==> src/rtl/addsub_pipe.sv <==
// Pipelined WIDTH-bit add/subtract unit. The carry chain is split into STAGES
// chunks of CW bits, one chunk per register stage, with a valid/ready handshake.
module addsub_pipe #(
    parameter int WIDTH  = 8,
    parameter int STAGES = 2
) (
    input  logic             clk,
    input  logic             reset,
    input  logic             in_valid,
    output logic             in_ready,
    input  logic [WIDTH-1:0] A,
    input  logic [WIDTH-1:0] B,
    input  logic             mode,
    input  logic             cin,
    output logic             out_valid,
    input  logic             out_ready,
    output logic [WIDTH-1:0] D,
    output logic             Cout,
    output logic             V,
    output logic             Z
);

    localparam int CW = WIDTH / STAGES;

    logic             stall;
    logic [WIDTH-1:0] bx_in;
    logic             v_q;
    logic             z_q;

    function automatic logic ovf_flag(input logic a_msb, input logic bx_msb, input logic d_msb);
        return (a_msb == bx_msb) && (d_msb != a_msb);
    endfunction

    assign bx_in = mode ? ~B : B;

    for (genvar k = 0; k < STAGES; k++) begin : g_st
        // Operand bits still waiting for their chunk of the carry chain.
        localparam int R = WIDTH - (k + 1) * CW;

        logic [CW-1:0]         a_c;
        logic [CW-1:0]         b_c;
        logic                  c_in;
        logic                  v_in;
        logic [CW:0]           sum;
        logic [(k+1)*CW-1:0]   d_nxt;
        logic [(k+1)*CW-1:0]   d_p;
        logic                  cy_p;
        logic                  vld_p;

        if (k == 0) begin : g_src
            assign a_c   = A[CW-1:0];
            assign b_c   = bx_in[CW-1:0];
            assign c_in  = cin;
            assign v_in  = in_valid;
            assign d_nxt = sum[CW-1:0];
        end else begin : g_src
            assign a_c   = g_st[k-1].g_fwd.a_p[CW-1:0];
            assign b_c   = g_st[k-1].g_fwd.bx_p[CW-1:0];
            assign c_in  = g_st[k-1].cy_p;
            assign v_in  = g_st[k-1].vld_p;
            assign d_nxt = {sum[CW-1:0], g_st[k-1].d_p};
        end

        assign sum = {1'b0, a_c} + {1'b0, b_c} + {{CW{1'b0}}, c_in};

        if (R > 0) begin : g_fwd
            logic [R-1:0] a_p;
            logic [R-1:0] bx_p;

            if (k == 0) begin : g_ld
                always_ff @(posedge clk) begin
                    if (!stall) begin
                        a_p  <= A[WIDTH-1:CW];
                        bx_p <= bx_in[WIDTH-1:CW];
                    end
                end
            end else begin : g_ld
                always_ff @(posedge clk) begin
                    if (!stall) begin
                        a_p  <= g_st[k-1].g_fwd.a_p[R+CW-1:CW];
                        bx_p <= g_st[k-1].g_fwd.bx_p[R+CW-1:CW];
                    end
                end
            end
        end

        always_ff @(posedge clk) begin
            if (reset) begin
                vld_p <= 1'b0;
            end else if (!stall) begin
                vld_p <= v_in;
            end
        end

        // Output stage: result and flags only change when a real beat lands,
        // so D keeps the last delivered result across bubbles.
        if (k == STAGES - 1) begin : g_reg
            always_ff @(posedge clk) begin
                if (reset) begin
                    d_p  <= '0;
                    cy_p <= 1'b0;
                    v_q  <= 1'b0;
                    z_q  <= 1'b0;
                end else if (!stall && v_in) begin
                    d_p  <= d_nxt;
                    cy_p <= sum[CW];
                    v_q  <= ovf_flag(a_c[CW-1], b_c[CW-1], sum[CW-1]);
                    z_q  <= ~|d_nxt;
                end
            end
        end else begin : g_reg
            always_ff @(posedge clk) begin
                if (!stall) begin
                    d_p  <= d_nxt;
                    cy_p <= sum[CW];
                end
            end
        end
    end

    assign out_valid = g_st[STAGES-1].vld_p;
    assign stall     = out_valid && !out_ready;
    assign in_ready  = !stall;
    assign D         = g_st[STAGES-1].d_p;
    assign Cout      = g_st[STAGES-1].cy_p;
    assign V         = v_q;
    assign Z         = z_q;

endmodule

==> config.mk <==
export PLATFORM = sky130hd
export DESIGN_NAME = addsub_pipe
export DESIGN_NICKNAME = d
export VERILOG_FILES = /design/src/rtl/addsub_pipe.sv
export SDC_FILE = /design/constraint.sdc
export NUM_CORES = 1
export LEC_CHECK = 0
export CAP_MARGIN = 20
export CORE_ASPECT_RATIO = 1.4
export CORE_UTILIZATION = 40
export CTS_CLUSTER_DIAMETER = 50
export DETAILED_ROUTE_END_ITERATION = 6
export DONT_BUFFER_PORTS = 1
export PLACE_DENSITY = 0.59
export SYNTH_ARGS = -nofsm -noshare
export SYNTH_HDL_FRONTEND = slang
export SYNTH_SLANG_ARGS = --single-unit
==> constraint.sdc <==
create_clock -name clk -period 4.63 [get_ports clk]
set_input_delay 0.2315 -clock clk [delete_from_list [all_inputs] [get_ports clk]]
set_output_delay 0.2315 -clock clk [all_outputs]
set_load 0.1 [all_outputs]
Word-level counts from Yosys, hierarchy flattened
Cells that the tools add are included.

Add/sub/neg operators: 4. Eq/ne operators: 2. Multiplexer cells: 1. Bitwise logic cells: 1. Reductions and logical operators: 7.

Operators by type and width (count): $add A4 B4 Y5 (2); $add A5 B1 Y5 (2); $mux W8 (1); $not A8 Y8 (1); $reduce_or A8 Y1 (1); $logic_and A1 B1 Y1 (3); $logic_not A1 Y1 (3); $eq A1 B1 Y1 (1); $ne A1 B1 Y1 (1).

Register bits: 26. Input bits: 22. Output and inout bits: 13. Logic and storage cells: 25.

Longest topological paths before layout
Gate-level depths: netlist of run 1.

Word-level depth: 4. Mapped depth: 7. Mapped depth without buffers: 6.

Worst setup path after synthesis of run 1
OpenSTA, ideal clock, no wires.

Kind: register -> register. Start: register g_st[1].vld_p, in the netlist out_valid. End: register g_st[1].d_p[7], in the netlist D[7]. Setup time: 0.116 ns. Data arrival time: 2.412 ns. Data required time: 4.514 ns. Path slack: 2.102 ns. Cell stages (with the launch flop): 5. Path buffers: 1. Cell sequence: dfxtp_1 -> nand2b_2 -> and2_1 -> buf_2 -> a31o_1.

Cells in the longest elaborated chain, start to end: 3.

RTL lines: start, declared (line 48) `logic vld_p;`; start signal, assigned (line 91) `vld_p <= v_in;`; $logic_and A1 B1 Y1 (line 122) `assign stall = out_valid && !out_ready;`; $logic_not A1 Y1; via in_ready (line 10) `output logic in_ready,`; $logic_and A1 B1 Y1 (line 104) `end else if (!stall && v_in) begin`; end signal, assigned (line 105) `d_p <= d_nxt;`; end, declared (line 46) `logic [(k+1)*CW-1:0] d_p;`.

The timed path passes the listed nets, and every way through them passes these cells. A chain may end at the register's enable or synchronous reset.

Final worst setup path of run 1
Ends and elaborated chain as after synthesis.

==> impl_metrics.json, run 1 <==
{
  "status": "complete, no violations",
  "hold_path_class": "input pin to flip-flop",
  "postCtsSetupBuffers": 0,
  "avgRoutedWirePerCell_um": 11.92,
  "cts.sinks": 26,
  "route.vias.total": 716,
  "fin_crit_ns": 2.616,
  "fin_nets": 141,
  "fin_skew_ns": 0.001711,
  "asyncSetResetFlopFracSynth": 0,
  "ant_nets": 0,
  "period_share": 0.5650,
  "drt_iter0_markers": 10,
  "ys_top_cells_by_count": "dfxtp_1, edfxtp_1, nand2_1",
  "antenna_found_initial": 0,
  "cts_tree": "built",
  "min_to": "D[6]",
  "worst_slew_margin_rel": 0.3482,
  "ys_seq_area_frac": 0.5258,
  "yosys_warnings": 0,
  "setup_tns_ns": 0,
  "rr_endpoint": "D[7]",
  "synth_area_leaders": "edfxtp_1, dfxtp_1, fa_1",
  "synth_edf_count": 13,
  "die_w_um": 49.01,
  "cp_slowest_cell": "dfxtp_1",
  "crit_type": "flip-flop to flip-flop",
  "grt_pass1_vias": 705,
  "power.density_nw_per_um2": 433.6,
  "die_h_um": 67.81,
  "numCtsBuffers": 3,
  "synth_area_leader_cell": "edfxtp_1",
  "insertion_delay_ns": 0.26,
  "cts_hold_buf": 0,
  "r2r_cells": 3,
  "min_from": "reset",
  "tightest_slew_ns": 0.9764,
  "rsz0062_at_grt": "no",
  "startpoint_type": "flip-flop",
  "power.leakage_uw": 0.0005383,
  "hold_depth": 1,
  "final_util": 0.4520,
  "cp.required_ns": 4.79,
  "rows": 23,
  "cpPeakStageDelay_ns": 0.97,
  "place.port_buffers": 0,
  "setup_viol": 0,
  "ctsResizeCount": 0,
  "reg2reg_from": "out_valid",
  "route.detailed.drc": 0,
  "syn_to_final_growth_pct": 6.168,
  "synth_area_um2": 1237,
  "dp_hpwl_um": 1394,
  "drv_cap": 0,
  "syn-mean-instance-area_um2": 11.46,
  "grt_pass1_wl_um": 2918,
  "critPathMaxFanout": 18,
  "cts_root_buffer": "clkbuf_8",
  "hold_viol": 0,
  "via_per_inst": 4.938,
  "critPathArrivalTime_ns": 2.78,
  "dp.cells": 141,
  "firstDrtPassIters": 4,
  "synth_cell_types": 29,
  "path_cells": "nand2b_2 > and2_1 > a31o_1",
  "cp-end-kind": "flip-flop",
  "diodes": 0,
  "max_freq_ghz": 0.3823,
  "synth-seq-cells": 26,
  "slew_viol_final": 0,
  "reg2reg_slack_ns": 2.01,
  "clk_path_buf_depth": 2,
  "core_um2": 2907,
  "synth_top_cell_area_share": 0.3155,
  "wl_um": 1728,
  "start_util": 0.4257,
  "htreeDepth": 1,
  "synth_ff_type": "edfxtp_1",
  "syn_inst": 108,
  "path_clk_slew_ns": 0.08,
  "power_uw": 569.7,
  "grt.total_usage": 0.1167,
  "syn-num-nets": 140,
  "grt_overflow": 0,
  "crit_family": "simple AND/OR/NAND/NOR gates",
  "dieArea_um2": 3323,
  "stdcell_count": 145,
  "ioPinCount": 35,
  "grt_max_degree": 19,
  "gp_congestion": 0.6754,
  "irDropWorstVdd_uv": 177.2,
  "fillers": 281,
  "timing.critical_path.buf_inv": 0,
  "drive_gt1_frac": 0.06481
}
-- registers in the layout (all words and copies together) (netlist names) --
register / count
Cout: 1
D: 8
V: 1
Z: 1
g_st.cy_p: 1
g_st.d_p: 4
g_st.g_fwd.a_p: 4
g_st.g_fwd.bx_p: 4
g_st.vld_p: 1
out_valid: 1
-- metal layers --
layer | up-vias | GRT usage | wire, um
met4 | 0 | 0.06618 | 18
met3 | 2 | 0.02889 | 100
met1 | 330 | 0.1186 | 697
li1 | 363 | - | -
met2 | 21 | 0.2188 | 911
met5 | - | 0 | 0
-- worst max-delay path by stage --
stage	startpoint	endpoint	slack, ns	depth (start not counted)
after floorplan	out_valid	D[7]	2.10	4
after global placement	out_valid	D[7]	2.02	3
after detailed placement	out_valid	D[7]	1.97	3
after CTS	out_valid	Cout	1.97	4
after global routing	out_valid	D[5]	1.85	3
final	out_valid	D[7]	2.01	3
-- worst reg2reg max path, cell delays in order (launching register included) --
cell      delay [ns]
dfxtp_1         0.97
nand2b_2        0.77
and2_1          0.53
a31o_1          0.24
-- through the flow --
stage	hold WS [ns]	setup slack, ns	area (um2)
finish	0.02783	2.014	1314
detailed placement	0.3043	1.973	1259
floorplan	0.3304	2.102	1237
global route	0.01408	1.854	1314
CTS	0.01451	1.966	1314
global placement	0.3037	2.023	1259
-- where the power goes --
group	total (uW)	switching (uW)	internal, uW
clock network	141	64.8	75.8
registers	349	76.3	273
logic	80.1	41.5	38.6
-- cell usage in the layout, fill, tap and decap left out, drive strengths merged --
cell type / count
dfxtp: 13
edfxtp: 13
nand2: 13
inv: 9
xor2: 9
a21oi: 9
ha: 6
xnor2: 4
a21o: 4
nor2: 4
fa: 4
clkbuf: 4
a211oi: 2
nand3: 2
o21ai: 2
nand2b: 1
and2: 1
mux2i: 1
o41ai: 1
nor4: 1
nand3b: 1
or4: 1
and3: 1
a31o: 1
nor2b: 1
-- cell families after synthesis --
family          after synthesis  share of synthesized area
compound gates               19                    0.09504
xor+xnor                     13                    0.09201
fa+ha+maj                    10                     0.1254
buf+inv                      13                    0.04752
flops                        26                     0.5258
mux                           1                   0.008089
simple gates                 26                     0.1062
-- cell type report --
cell class                 instances  area (um2)  area share
inverter                           9       33.78     0.02571
multi-input combinational         69       528.0      0.4019
sequential                        26       650.6      0.4952
tap                               37       46.29     0.03524
clock buffer                       4       55.05     0.04190
Note: power is estimated with default switching activity, not from simulation.
==> inputs of run 2 (changes only) <==
Settings changed: PLACE_DENSITY 0.59 to 0.61.
Clock period 4.63 ns to 2.1 ns, I/O delays scaled along.
==> impl_metrics.json, run 2 (synthesis results as in run 1) <==
{
  "status": "complete, no violations",
  "critPathMaxFanout": 2,
  "antenna_found_initial": 0,
  "core_um2": 2907,
  "slew_viol_final": 0,
  "cp-end-kind": "flip-flop",
  "r2r_cells": 6,
  "htreeDepth": 1,
  "critPathArrivalTime_ns": 2.08,
  "dp_slack_ns": 0.2294,
  "dieArea_um2": 3323,
  "setup_tns_ns": 0,
  "route.vias.total": 780,
  "dp_hpwl_um": 1463,
  "cts_tree": "built",
  "drt_iter0_markers": 12,
  "mostFrequentLayoutCell": "edfxtp_1",
  "rsz0062_at_grt": "no",
  "worst_slew_margin_rel": 0.6324,
  "max_freq_ghz": 0.5333,
  "fin_crit_ns": 1.875,
  "syn_to_final_growth_pct": 18.00,
  "start_util": 0.4257,
  "hold-worst-slack_ns": 0.006530,
  "hold_path_class": "input pin to flip-flop",
  "drv_cap": 0,
  "power.leakage_uw": 0.0006257,
  "ioPinCount": 35,
  "route.detailed.drc": 0,
  "ant_nets": 0,
  "most-common-layout-cells": "edfxtp_1, dfxtp_1, nand2_1, buf_4",
  "firstDrtPassIters": 4,
  "grt_pass1_vias": 796,
  "gp_congestion": 0.7247,
  "irDropWorstVdd_uv": 459.3,
  "wl_um": 1853,
  "postCtsSetupBuffers": 0,
  "fin_ws_ns": 0.2250,
  "via_per_inst": 4.785,
  "cts_root_buffer": "clkbuf_8",
  "crit_type": "flip-flop to flip-flop",
  "startpoint_type": "flip-flop",
  "hold_depth": 2,
  "grt.total_usage": 0.1272,
  "grt_overflow": 0,
  "diodes": 0,
  "rows": 23,
  "hold_viol": 0,
  "period_share": 0.8929,
  "die_h_um": 67.81,
  "cp.required_ns": 2.31,
  "clk_path_buf_depth": 2,
  "insertion_delay_ns": 0.26,
  "die_w_um": 49.01,
  "grt_pass1_wl_um": 3146,
  "power.density_nw_per_um2": 863.3,
  "setup_viol": 0,
  "fillers": 279,
  "avgRoutedWirePerCell_um": 11.37,
  "numCtsBuffers": 3,
  "place.port_buffers": 0,
  "path_clk_slew_ns": 0.08,
  "cts.sinks": 26,
  "fin_nets": 159,
  "largest_reg_flops": 8,
  "grt_max_degree": 16,
  "drive_gt1_frac": 0.1508,
  "fin_skew_ns": 0.006535,
  "tightest_slew_ns": 0.5514
}
==> run 2: changes by cell type in the layout (fill, tap and decap cells not counted), sizes merged <==
cell         before  now
buf               0   12
dlygate4sd3       0    6
==> run 2: cell type report <==
cell class / instances / area (um2) / area share
multi-input combinational: 69 / 533.0 / 0.3650
clock buffer: 4 / 45.04 / 0.03085
timing repair buffer: 18 / 150.1 / 0.1028
sequential: 26 / 651.9 / 0.4464
tap: 37 / 46.29 / 0.03171
inverter: 9 / 33.78 / 0.02314
==> run 2: per-layer routing <==
metal,global-route usage,wire [um]
met1,0.1241,717
met2,0.2344,985
met3,0.01778,82
met5,0,0
met4,0.1176,68
==> run 2: path summary, 6_finish.rpt <==
| kind | endpoint | slack, ns | start |
|---|---|---|---|
| worst max-delay path | Z | 0.22 | g_st[0].cy_p |
| worst max register to register | Z | 0.22 | g_st[0].cy_p |
| worst min-delay path | Z | 0.007 | reset |
| worst min register to register | D[2] | 0.46 | D[2] |
==> run 2: worst max-delay path, cell delays in order (launching register included) <==
cell,delay [ns]
edfxtp_1,0.40
fa_1,0.44
inv_1,0.09
fa_1,0.20
xnor2_1,0.08
or4_1,0.50
o21ai_1,0.12
==> run 2: where the power goes <==
part	leakage (uW)	switching [uW]	internal (uW)
combinational	0.000360	228	114
sequential	0.000243	40.9	602
clock	0.0000228	141	135
total	0.000626	409	851
==> run 2: through the flow <==
step	power, uW	area [um2]	instances	util
detailed placement	988.2	1355	153	0.4662
global placement	980.4	1355	153	0.4662
floorplan	935.0	1244	108	-
finish	1261	1460	163	0.5024
CTS	1278	1460	163	0.5024
global route	1333	1460	163	0.5024
==> run 2: repair_timing <==
item / 4_1_cts / 5_1_grt
endpoints found under the hold margin: 15 / 0
resized for setup: 0 / 0
hold buffers: 6 / 0
==> inputs of run 3 (changes only) <==
Settings changed: CORE_UTILIZATION 40 to 42, PLACE_DENSITY 0.61 to 0.68.
==> impl_metrics.json, run 3 (synthesis results as in run 1) <==
{
  "status": "complete, no violations",
  "slew_viol_final": 0,
  "grt_pass1_wl_um": 3484,
  "cts_hold_buf": 14,
  "path_clk_slew_ns": 0.14,
  "stdcell_count": 171,
  "route.vias.total": 835,
  "hold_path_class": "input pin to flip-flop",
  "critPathArrivalTime_ns": 2.16,
  "grt_max_degree": 16,
  "ctsResizeCount": 0,
  "dp_slack_ns": 0.2164,
  "grt_pass1_vias": 854,
  "dp_hpwl_um": 1576,
  "route.detailed.drc": 0,
  "grt.total_usage": 0.1526,
  "htreeDepth": 1,
  "critPathMaxFanout": 2,
  "die_w_um": 47.88,
  "fin_nets": 168,
  "gp_congestion": 0.7165,
  "postPlaceCellArea_um2": 1361,
  "cts.sinks": 26,
  "tightest_slew_ns": 0.4448,
  "insertion_delay_ns": 0.32,
  "drv_cap": 0,
  "rsz0062_at_grt": "no",
  "antenna_found_initial": 0,
  "startpoint_type": "flip-flop",
  "irDropWorstVdd_uv": 498.3,
  "avgRoutedWirePerCell_um": 11.68,
  "numCtsBuffers": 3,
  "cp.required_ns": 2.37,
  "start_util": 0.4587,
  "setup_viol": 0,
  "most-common-layout-cells": "dlygate4sd3_1, edfxtp_1, buf_4",
  "wl_um": 1998,
  "power.leakage_uw": 0.0006566,
  "max_freq_ghz": 0.5264,
  "fin_crit_ns": 1.900,
  "crit_type": "flip-flop to flip-flop",
  "setup_tns_ns": 0,
  "cp-end-kind": "flip-flop",
  "largest_reg_flops": 8,
  "hold-worst-slack_ns": 0.02987,
  "power.density_nw_per_um2": 800.4,
  "fin_ws_ns": 0.2004,
  "syn_to_final_growth_pct": 23.46,
  "postCtsSetupBuffers": 0,
  "cts_root_buffer": "clkbuf_4",
  "grt_overflow": 0,
  "ant_nets": 0,
  "mostFrequentLayoutCell": "dlygate4sd3_1",
  "clk_path_buf_depth": 2,
  "dieArea_um2": 3171,
  "fin_area_um2": 1528,
  "seqCellArea_um2": 651.9,
  "firstDrtPassIters": 4,
  "fillers": 268,
  "dp.cells": 153,
  "ioPinCount": 35,
  "cts_tree": "built",
  "drive_gt1_frac": 0.1481,
  "drt_iter0_markers": 9,
  "period_share": 0.9046,
  "fin_skew_ns": 0.01046,
  "core_um2": 2698,
  "die_h_um": 66.23,
  "worst_slew_margin_rel": 0.7025,
  "rows": 22,
  "diodes": 0,
  "via_per_inst": 4.883,
  "place.port_buffers": 0,
  "hold_viol": 0,
  "multi_input_area_um2": 533.0
}
==> run 3: changes by cell type in the layout (fill, tap and decap cells not counted) <==
| cell | previous run | this run |
|---|---|---|
| buf_4 | 12 | 13 |
| dlygate4sd3_1 | 6 | 14 |
| clkbuf_4 | 0 | 3 |
| clkbuf_8 | 3 | 0 |
==> run 3: final timing paths <==
| check | depth (start not counted) | from | slack [ns] | to |
|---|---|---|---|---|
| min reg2reg | 2 | D[6] | 0.47 | D[6] |
| max reg2reg | 6 | g_st[0].cy_p | 0.20 | Z |
| min | 1 | A[1] | 0.03 | g_st[0].d_p[1] |
| max | 6 | g_st[0].cy_p | 0.20 | Z |
==> run 3: final cells by class <==
class	instances	share of cell area
Sequential cell	26	0.4267
Multi-Input combinational cell	69	0.3489
Timing Repair Buffer	27	0.1556
Tap cell	36	0.02948
Inverter	9	0.02211
Clock buffer	4	0.01720
==> run 3: metal layers <==
| metal | global-route usage | part of all wire |
|---|---|---|
| met1 | 0.1596 | 0.37 |
| met5 | 0 | 0 |
| met4 | 0.05208 | 0.012 |
| met3 | 0.02732 | 0.055 |
| met2 | 0.2838 | 0.57 |
==> run 3: worst max-delay path, cell delays in order (launching register included) <==
cell and delay (ns):
edfxtp_1 0.42, fa_1 0.44, inv_1 0.08, fa_1 0.20, xnor2_1 0.09, or4_1 0.50
o21ai_1 0.12
==> run 3: power by group <==
| group | total [uW] | internal (uW) | switching, uW |
|---|---|---|---|
| clock | 214 | 74.3 | 140 |
| combinational | 375 | 131 | 244 |
| sequential | 634 | 601 | 32.3 |
==> run 3: per-stage QoR <==
stage / util / total power [uW]
floorplan: - / 935.0
global placement: 0.5046 / 980.9
detailed placement: 0.5046 / 994.3
CTS: 0.5663 / 1238
global route: 0.5663 / 1290
finish: 0.5663 / 1223
